$ cat config.mk
export PLATFORM = sky130hd
export DESIGN_NAME = ladybird_mem_arbiter
export DESIGN_NICKNAME = d
export VERILOG_FILES = /design/src/rtl/ladybird_mem_arbiter.sv
export SDC_FILE = /design/constraint.sdc
export NUM_CORES = 1
export LEC_CHECK = 0
export CORE_AREA = 2 2 107 109
export DETAILED_ROUTE_END_ITERATION = 8
export DIE_AREA = 0 0 109 111
export GPL_TIMING_DRIVEN = 0
export PLACE_DENSITY = 0.7
export RECOVER_POWER = 50
export SETUP_SLACK_MARGIN = 0.3
export SYNTH_ARGS = -nofsm -noshare
export SYNTH_HDL_FRONTEND = slang
export SYNTH_SLANG_ARGS = --single-unit
$ cat constraint.sdc
create_clock -name clk -period 2.7 [get_ports clk]
set_input_delay 0.675 -clock clk [delete_from_list [all_inputs] [get_ports clk]]
set_output_delay 0.675 -clock clk [all_outputs]
set_load 0.02 [all_outputs]
$ cat src/rtl/ladybird_mem_arbiter.sv
// Two-requester memory port arbiter: data has priority, instruction fetch gets a
// starvation guard, grants hold until the downstream handshake, responses route in order.
module ladybird_mem_arbiter #(
    parameter int XLEN            = 32,
    parameter int MAX_OUTSTANDING = 2,
    parameter int STARVE_LIMIT    = 4
) (
    input  logic            clk,
    input  logic            nrst,
    input  logic            i_inst_valid,
    output logic            o_inst_ready,
    input  logic [XLEN-1:0] i_inst_addr,
    output logic            o_inst_valid,
    output logic [XLEN-1:0] o_inst_data,
    input  logic            i_data_valid,
    output logic            o_data_ready,
    input  logic [XLEN-1:0] i_data_addr,
    input  logic [XLEN-1:0] i_data_wdata,
    input  logic            i_data_we,
    input  logic [2:0]      i_data_funct,
    output logic            o_data_valid,
    output logic [XLEN-1:0] o_data_rdata,
    output logic            o_mem_valid,
    input  logic            i_mem_ready,
    output logic [XLEN-1:0] o_mem_addr,
    output logic [XLEN-1:0] o_mem_wdata,
    output logic            o_mem_we,
    output logic [2:0]      o_mem_funct,
    input  logic            i_mem_rvalid,
    input  logic [XLEN-1:0] i_mem_rdata,
    output logic            o_protocol_error
);

    localparam int PTR_W = (MAX_OUTSTANDING > 1) ? $clog2(MAX_OUTSTANDING) : 1;
    localparam int CNT_W = $clog2(MAX_OUTSTANDING + 1);
    localparam int STV_W = $clog2(STARVE_LIMIT + 1);

    logic [MAX_OUTSTANDING-1:0] owner_q;
    logic [PTR_W-1:0]           wr_ptr_q, wr_ptr_d, rd_ptr_q, rd_ptr_d;
    logic [CNT_W-1:0]           count_q, count_d;
    logic                       lock_q, lock_d, lock_sel_q, lock_sel_d;
    logic [STV_W-1:0]           starve_q, starve_d;
    logic                       perr_q, perr_d;

    logic full, empty, sel_inst, mem_valid, hs, pop, head;

    function automatic logic [PTR_W-1:0] ptr_inc(input logic [PTR_W-1:0] p);
        return (p == PTR_W'(MAX_OUTSTANDING - 1)) ? '0 : p + PTR_W'(1);
    endfunction

    assign full  = (count_q == CNT_W'(MAX_OUTSTANDING));
    assign empty = (count_q == '0);

    // While locked the earlier choice is kept so the downstream payload never changes mid-request.
    assign sel_inst  = lock_q ? lock_sel_q
                     : (i_inst_valid & (~i_data_valid | (starve_q == STV_W'(STARVE_LIMIT))));
    assign mem_valid = nrst & (lock_q | i_inst_valid | i_data_valid) & ~full;
    assign hs        = mem_valid & i_mem_ready;
    assign pop       = nrst & i_mem_rvalid & ~empty;
    assign head      = owner_q[rd_ptr_q];

    assign o_mem_valid  = mem_valid;
    assign o_inst_ready = hs & sel_inst;
    assign o_data_ready = hs & ~sel_inst;

    // Fetches are always full-word accesses, so they carry a word funct3 and no write data.
    assign o_mem_addr  = ~nrst ? '0 : (sel_inst ? i_inst_addr : i_data_addr);
    assign o_mem_wdata = (~nrst | sel_inst) ? '0 : i_data_wdata;
    assign o_mem_we    = nrst & ~sel_inst & i_data_we;
    assign o_mem_funct = ~nrst ? 3'b000 : (sel_inst ? 3'b010 : i_data_funct);

    assign o_inst_valid     = pop & head;
    assign o_data_valid     = pop & ~head;
    assign o_inst_data      = (pop & head) ? i_mem_rdata : '0;
    assign o_data_rdata     = (pop & ~head) ? i_mem_rdata : '0;
    assign o_protocol_error = perr_q;

    always_comb begin
        wr_ptr_d   = hs ? ptr_inc(wr_ptr_q) : wr_ptr_q;
        rd_ptr_d   = pop ? ptr_inc(rd_ptr_q) : rd_ptr_q;
        count_d    = count_q;
        if (hs && !pop) begin
            count_d = count_q + CNT_W'(1);
        end else if (!hs && pop) begin
            count_d = count_q - CNT_W'(1);
        end

        lock_d     = lock_q;
        lock_sel_d = lock_sel_q;
        if (hs) begin
            lock_d = 1'b0;
        end else if (mem_valid) begin
            lock_d     = 1'b1;
            lock_sel_d = sel_inst;
        end

        starve_d = starve_q;
        if (!i_inst_valid || (hs && sel_inst)) begin
            starve_d = '0;
        end else if (hs && starve_q != STV_W'(STARVE_LIMIT)) begin
            starve_d = starve_q + STV_W'(1);
        end

        perr_d = perr_q | (i_mem_rvalid & empty);
    end

    always_ff @(posedge clk) begin
        if (!nrst) begin
            owner_q    <= '0;
            wr_ptr_q   <= '0;
            rd_ptr_q   <= '0;
            count_q    <= '0;
            lock_q     <= 1'b0;
            lock_sel_q <= 1'b0;
            starve_q   <= '0;
            perr_q     <= 1'b0;
        end else begin
            if (hs) begin
                owner_q[wr_ptr_q] <= sel_inst;
            end
            wr_ptr_q   <= wr_ptr_d;
            rd_ptr_q   <= rd_ptr_d;
            count_q    <= count_d;
            lock_q     <= lock_d;
            lock_sel_q <= lock_sel_d;
            starve_q   <= starve_d;
            perr_q     <= perr_d;
        end
    end

endmodule

Word level (Yosys, flattened, before mapping)
Index checks and enable logic that the tools add are counted.
{"block": "op_classes", "addsub": 5, "magnitude_cmp": 3, "eq_ne": 3, "mux": 17, "n_bitwise": 25, "reduce_logical": 14}
{"cell": "$mux W32", "count": 5}
{"cell": "$and A1 B1 Y1", "count": 13}
{"cell": "$not A1 Y1", "count": 7}
{"cell": "$mux W1", "count": 6}
{"cell": "$mux W3", "count": 2}
{"cell": "$logic_and A1 B1 Y1", "count": 5}
{"cell": "$or A1 B1 Y1", "count": 5}
{"cell": "$lt A1 B2 Y1 const B", "count": 2}
{"cell": "$mux W2", "count": 2}
{"cell": "$reduce_or A2 Y1", "count": 2}
{"cell": "$add A3 B1 Y3 const B", "count": 1}
{"cell": "$eq A3 B3 Y1 const B", "count": 1}
{"cell": "$logic_not A1 Y1", "count": 3}
{"cell": "$ne A3 B3 Y1 const B", "count": 1}
{"cell": "$add A1 B1 Y1 const B", "count": 2}
{"cell": "$add A2 B1 Y2 const B", "count": 1}
{"cell": "$bwmux W2", "count": 1}
{"cell": "$eq A2 B2 Y1 const B", "count": 1}
{"cell": "$logic_not A2 Y1", "count": 1}
{"cell": "$reduce_and A2 Y1", "count": 1}
{"cell": "$reduce_bool A2 Y1", "count": 1}
{"cell": "$sub A2 B1 Y2 const B", "count": 1}
{"cell": "$demux W1 S1", "count": 1}
{"cell": "$ge A1 B1 Y1 const B", "count": 1}
{"cell": "$logic_or A1 B1 Y1", "count": 1}
{"block": "word_totals", "register_bits": 12, "input_bits": 138, "output_inout_bits": 138, "elab_cells": 75}

Logic depth before layout (Yosys ltp)
Gate-level depths: netlist of run 1.
{"block": "depth", "depth_word": 9, "ltp_mapped": 9, "ltp_nobuf": 7}

Worst setup path before layout of run 1
Ideal clock, no wire load.
{"block": "synth_timing", "kind": "input to output", "startpoint": "input i_data_valid", "endpoint": "output o_mem_addr[12]", "arrival_time_ps": 1861, "t_required_ps": 2025, "setup_slack_ps": 164, "path_stages": 7, "path_buffers": 3, "path_cell_list": "a21boi_1 o21a_1 buf_2 buf_2 buf_2 nand2_1 a21oi_1"}
{"block": "synth_between", "elab_chain_cells": 6}
{"item": "from (decl)", "line": "15", "rtl": "input logic i_data_valid,"}
{"item": "$not A1 Y1", "line": "56", "rtl": ": (i_inst_valid & (~i_data_valid | (starve_q == STV_W'(STARVE_LIMIT))));"}
{"item": "$or A1 B1 Y1", "line": "56"}
{"item": "$and A1 B1 Y1", "line": "56"}
{"item": "$mux W1", "line": "55", "rtl": "assign sel_inst = lock_q ? lock_sel_q"}
{"item": "$mux W32 (2 in series)", "line": "67", "rtl": "assign o_mem_addr = ~nrst ? '0 : (sel_inst ? i_inst_addr : i_data_addr);"}
{"item": "to (decl)", "line": "25", "rtl": "output logic [XLEN-1:0] o_mem_addr,"}
No other way between the ends.

Final worst setup path of run 1
{"block": "layout_timing", "startpoint": "input nrst", "endpoint": "output o_inst_data[20]"}
{"block": "layout_between", "elab_chain_cells": 4}
{"item": "from (decl)", "line": "9", "rtl": "input logic nrst,"}
{"item": "$and A1 B1 Y1 (2 in series)", "line": "59", "rtl": "assign pop = nrst & i_mem_rvalid & ~empty;"}
{"item": "$and A1 B1 Y1", "line": "74", "rtl": "assign o_inst_data = (pop & head) ? i_mem_rdata : '0;"}
{"item": "$mux W32", "line": "74"}
{"item": "to (decl)", "line": "14", "rtl": "output logic [XLEN-1:0] o_inst_data,"}
No other way between the ends.

==> qor.csv, run 1 <==
metric,value,unit
status,"complete, no violations",
drt_pass1_iterations,4,
seq_area_frac_synth,13.9,%
cts_root_buffer,clkbuf_16,
antenna_found_initial,0,
power,0.00144,W
ys_types,30,
rsz0062_at_grt,yes,
syn2layout_area_growth,223,%
cts.clk_slew.worst_paths,0.05,ns
numCtsBuffers,3,
syn_nets,430,
cp-start-kind,primary input,
synth_edf_count,0,
hpwl,8540,um
min_path_type,reg -> reg,
synth.most_common_cell,nand2_1,
worstSetupPathType,in -> out,
core_area,0.0111,mm2
drt-total-wl,11400,um
ir_worst_vdd,186,uV
nNetsFinal,745,
yosysTopAreaCell,and2_1,
synth.area.top_cells,"and2_1, nand2_1, dfxtp_1, and3_1, a21oi_1",
place.gp.congestion,0.826,
grt_pass1_wl,16700,um
critical_path_peak_fanout,5,
drive_gt1_share,48.8,%
gr-total-overflow,0,
antenna_cells,0,
htreeDepth,1,
synthesis.area,0.00173,mm2
cp.required,2.03,ns
die_w,109,um
cellLeakagePower,2.56,nW
setup_viol,0,
cts_tree,done,
clock_latency,0.24,ns
clockBufferDepth,2,
synthCells,289,
wire_per_inst,15.3,um
num_vias,3262,
chipHeight,111,um
finalHoldViolations,0,
synth_ff_type,dfxtp_1,
via_per_inst,4.37,
min_period_over_period,95.6,%
tns,0,ns
fmax,387,MHz
ios,276,
slew_violations,0,
yosysTopAreaCellShare,23.1,%
avgSynthCellArea,5.99,um2
fp.dieArea,0.0121,mm2
num_rows,39,
fin_crit,2.58,ns
clock_sinks,12,
synth_warnings,0,
worstMarginPinSlew,0.444,ns
drc,0,
async_flop_share,0,%
end_kind,output port,
drtIter0Drc,82,
netlist_top_cells_count,"nand2_1, and2_1, a21oi_1",
arrival,1.91,ns
max_slew_margin,70.4,%
grt_start_max_net_pins,11,
initial_core_util,15.6,%
powerDensity,257,mW/mm2
ys_ff_latch,12,
grt_pass1_vias,3207,
ant_nets,0,
hold_buffers,0,
fin_worst_skew,0.00211,ns
io_buffers,275,
grt_usage,17.5,%
max_cap_violations,0,
## layer usage
layer | track usage, % | vias to the layer above | share of wire [%] | routed length (um)
met5 | 0 | - | 0 | 0
met4 | 3.59 | 0 | 1.5 | 171
met3 | 3.53 | 10 | 7.6 | 865
met2 | 32.3 | 157 | 53 | 6030
met1 | 20.3 | 1512 | 38 | 4370
li1 | - | 1583 | - | -
## registers in the layout, indices dropped and copies added, names as in the netlist
name / count
starve_q: 3
count_q: 2
owner_q: 2
lock_q: 1
lock_sel_q: 1
o_protocol_error: 1
rd_ptr_q: 1
wr_ptr_q: 1
## power by group
group / switching (W) / leakage (nW) / internal (W)
clock network: 0.0000837 / 0.0442 / 0.000224
logic: 0.000417 / 2.42 / 0.000510
registers: 0.0000145 / 0.0988 / 0.000192
total: 0.000516 / 2.56 / 0.000926
## per-stage QoR
stage / instances / instance area (um2) / setup slack, ns / utilization, % / hold slack [ns]
after floorplan: 289 / 1920 / 0.292 / - / 0.453
after global placement: 707 / 4850 / -1.05 / 43.8 / 0.456
after detailed placement: 707 / 4850 / -1.09 / 43.8 / 0.464
after CTS: 740 / 5270 / 0.189 / 47.6 / 0.476
after global routing: 746 / 5600 / 0.0534 / 50.6 / 0.489
final: 746 / 5600 / 0.119 / 50.6 / 0.461
## worst paths after layout
kind,start,end,slack [ns],depth (start not counted)
hold / removal,o_protocol_error,o_protocol_error,0.46,2
setup reg to reg,count_q[1],count_q[1],0.49,7
setup / recovery,nrst,o_inst_data[20],0.12,8
hold reg to reg,o_protocol_error,o_protocol_error,0.46,2
## logic make-up after synthesis
family / count (synthesis) / synth area share, %
compound gates: 47 / 15.0
xor+xnor: 5 / 2.53
fa+ha+maj: 3 / 2.17
buf+inv: 29 / 6.86
flops: 12 / 13.9
mux: 3 / 1.73
simple gates: 190 / 57.9
## cell usage in the layout, fill, tap and decap left out, drive strengths merged
cell type | netlist | layout
or4 | 1 | 1
clkbuf | 17 | 35
nor2 | 13 | 13
o21ai | 3 | 3
nand2 | 67 | 67
o211ai | 2 | 2
xor2 | 3 | 3
o21a | 1 | 1
dlygate4sd2 | 0 | 2
inv | 4 | 4
a21oi | 38 | 38
nor2b | 2 | 2
clkdlybuf4s15 | 0 | 2
and2 | 64 | 64
dlygate4sd3 | 0 | 2
dfxtp | 12 | 12
nand2b | 1 | 1
clkdlybuf4s50 | 0 | 131
or3 | 3 | 3
xnor2 | 2 | 2
a21boi | 1 | 1
mux2i | 3 | 3
a2111oi | 1 | 1
and3 | 35 | 35
buf | 8 | 167
nor3 | 3 | 3
and4b | 1 | 1
a311oi | 1 | 1
ha | 3 | 3
## repair_timing
item	in CTS	in global routing
pin swaps	28	28
endpoints found under the setup margin	138	117
setup buffers	20	5
resized for setup	779	105
gates cloned	9	1
## worst max-delay path: stages
cell and delay, ns:
buf_8 0.08, o211ai_1 0.08, buf_4 0.17, nor2_4 0.09, clkbuf_1 0.26, clkbuf_8 0.21, and2_1 0.12, clkbuf_1 0.23
## area by class of cell
cell class / instances / area, um2
multi-input combinational: 248 / 1920
inverter: 4 / 15.0
timing repair buffer: 310 / 2860
clock buffer: 4 / 88.8
tap: 143 / 179
sequential: 12 / 243
fill: 1072 / 5480
buffer: 25 / 294
Note: power is estimated with default switching activity, not from simulation.
==> run 2: changes to the inputs <==
CORE_AREA = 4 4 106 108   (was 2 2 107 109)
DIE_AREA = 0 0 110 112   (was 0 0 109 111)
PLACE_DENSITY = 0.73   (was 0.7)
==> run 2 against run 1 <==
Compared with the run above:
- maximum frequency decreased by 0.50%
- non-clock buffer count increased by 24
- core utilization increased by 9.9 points
- design area increased by 11%
- clock power decreased by 48%
- highest routed layer unchanged
- global-route usage increased by 2.0 points
- worst hold slack improved by 0.017 ns
- sequential power about the same
- largest cell class unchanged
- first-iteration DRC count increased by 1.2%
==> qor.csv, run 2 (same netlist as run 1, synthesis figures left out) <==
metric,value,unit,change
status,"complete, no violations",,
fp.dieArea,0.0123,mm2,+1.8%
drive_gt1_share,56.5,%,+7.8 points
hpwl,9360,um,+9.6%
core_area,0.0102,mm2,-7.6%
clock_sinks,12,,unchanged
regArea,248,um2,+2.1%
cts.clk_slew.worst_paths,0.05,ns,about the same
drtIter0Drc,83,,+1.2%
min_period_over_period,96.1,%,+0.48 points
max_cap_violations,0,,unchanged
fin_crit,2.59,ns,+0.0129 ns
hold_buffers,0,,unchanged
worstSetupPathType,in -> out,,
rsz0062_at_grt,yes,,
num_rows,37,,-5.1%
ios,276,,unchanged
fin_cells,762,,+2.1%
slew_violations,0,,unchanged
initial_core_util,16.9,%,+1.3 points
num_vias,3355,,+2.9%
drt_pass1_iterations,4,,unchanged
cp-startpoint,i_data_valid,,
arrival,1.92,ns,about the same
final_common_cell,clkdlybuf4s50_1,,
final_cell_mix,"clkdlybuf4s50_1, buf_6, clkbuf_1, and2_4, buf_4",,
cp-start-kind,primary input,,
grt_usage,19.5,%,+2.0 points
tns,0,ns,unchanged
clockBufferDepth,2,,unchanged
ant_nets,0,,unchanged
critical_path_peak_fanout,5,,unchanged
largest_reg_flops,3,,unchanged
antenna_found_initial,0,,unchanged
setup_viol,0,,unchanged
min_path_type,reg -> reg,,
antenna_cells,0,,unchanged
multiInputGateArea,0.00216,mm2,+13%
fin_worst_skew,0.000951,ns,-0.00116 ns
chipHeight,112,um,+0.90%
grt_start_max_net_pins,11,,unchanged
cts_root_buffer,clkbuf_8,,
grt_pass1_vias,3528,,+10%
finalHoldViolations,0,,unchanged
drt-total-wl,13200,um,+16%
clock_latency,0.23,ns,about the same
dpl.cell_count,700,,-0.99%
cts_tree,done,,
hold_start,o_protocol_error,,
fmax,386,MHz,-0.50%
grt_pass1_wl,18700,um,+12%
die_w,110,um,+0.92%
ir_worst_vdd,157,uV,-15%
max_slew_margin,70.2,%,-0.21 points
nFillCells,882,,-18%
rr_startpoint,count_q[0],,
cp.required,2.03,ns,about the same
powerDensity,232,mW/mm2,-9.7%
wire_per_inst,17.4,um,+13%
htreeDepth,1,,unchanged
drc,0,,unchanged
via_per_inst,4.40,,+0.69%
numCtsBuffers,3,,unchanged
gr-total-overflow,0,,unchanged
nNetsFinal,769,,+3.2%
top_register,starve_q,,
worstMarginPinSlew,0.447,ns,+0.00320 ns
end_kind,output port,,
cellLeakagePower,2.75,nW,+7.3%
largestRegisters,"starve_q x3, count_q x2, owner_q x2",,
place.gp.congestion,0.794,,-3.9%
syn2layout_area_growth,257,%,
io_buffers,275,,unchanged
run 2: changes by cell type in the layout (fill, tap and decap cells not counted), moves of 22 or more:
cell / delta
clkbuf_1: +22
and2_4: +26
buf_6: +24
and2_1: -28
buf_2: -45
run 2: timing repair:
item / CTS / global route
setup endpoints to repair: 138 / 120
buffers inserted: 37 / 8
pin swaps: 58 / 39
gates cloned: 12 / 2
resized for setup: 878 / 179
run 2: power breakdown:
group / total, W / internal [W] / switching [W] / leakage (nW)
registers: 0.000208 / 0.000194 / 0.0000143 / 0.0999
clock network: 0.000159 / 0.0000979 / 0.0000610 / 0.0216
logic: 0.00107 / 0.000605 / 0.000466 / 2.63
run 2: critical path, cell delays in order:
cell	delay (ns)
buf_8	0.10
a21boi_4	0.13
buf_6	0.12
o21ai_4	0.17
buf_12	0.14
buf_4	0.10
buf_6	0.12
nand2_2	0.08
a21oi_4	0.15
buf_6	0.13
run 2: cell type report:
class | count | share of cell area, %
repair buffers | 334 | 52.2
multi-input cells | 248 | 34.9
plain buffers | 25 | 5.20
flip-flops and latches | 12 | 4.00
well taps | 136 | 2.75
clock buffers | 3 | 0.667
inverters | 4 | 0.243
run 2: path summary, 6_finish.rpt:
kind / slack (ns) / cells after the start / endpoint
setup / recovery: 0.11 / 10 / o_mem_addr[16]
setup reg to reg: 0.55 / 8 / count_q[1]
hold reg to reg: 0.48 / 2 / o_protocol_error
hold / removal: 0.48 / 2 / o_protocol_error
run 2: metal layers:
metal | wire (um) | vias up | track usage [%] | share of wire, %
met5 | 0 | - | 0 | 0
met4 | 206 | 0 | 4.90 | 1.6
met3 | 1140 | 16 | 4.87 | 8.6
met2 | 7130 | 165 | 36.9 | 54
met1 | 4770 | 1539 | 20.9 | 36
li1 | - | 1635 | - | -
run 2: through the flow:
step | setup slack [ns] | utilization (%) | hold slack, ns | power, W | instance area [um2]
after floorplan | 0.292 | - | 0.453 | 0.000547 | 1920
after global placement | -1.09 | 47.3 | 0.457 | 0.000984 | 4840
after detailed placement | -1.12 | 47.3 | 0.473 | 0.000995 | 4840
after CTS | 0.125 | 56.5 | 0.487 | 0.00134 | 5780
after global routing | 0.0377 | 60.5 | 0.507 | 0.00152 | 6190
final | 0.106 | 60.5 | 0.478 | 0.00144 | 6190
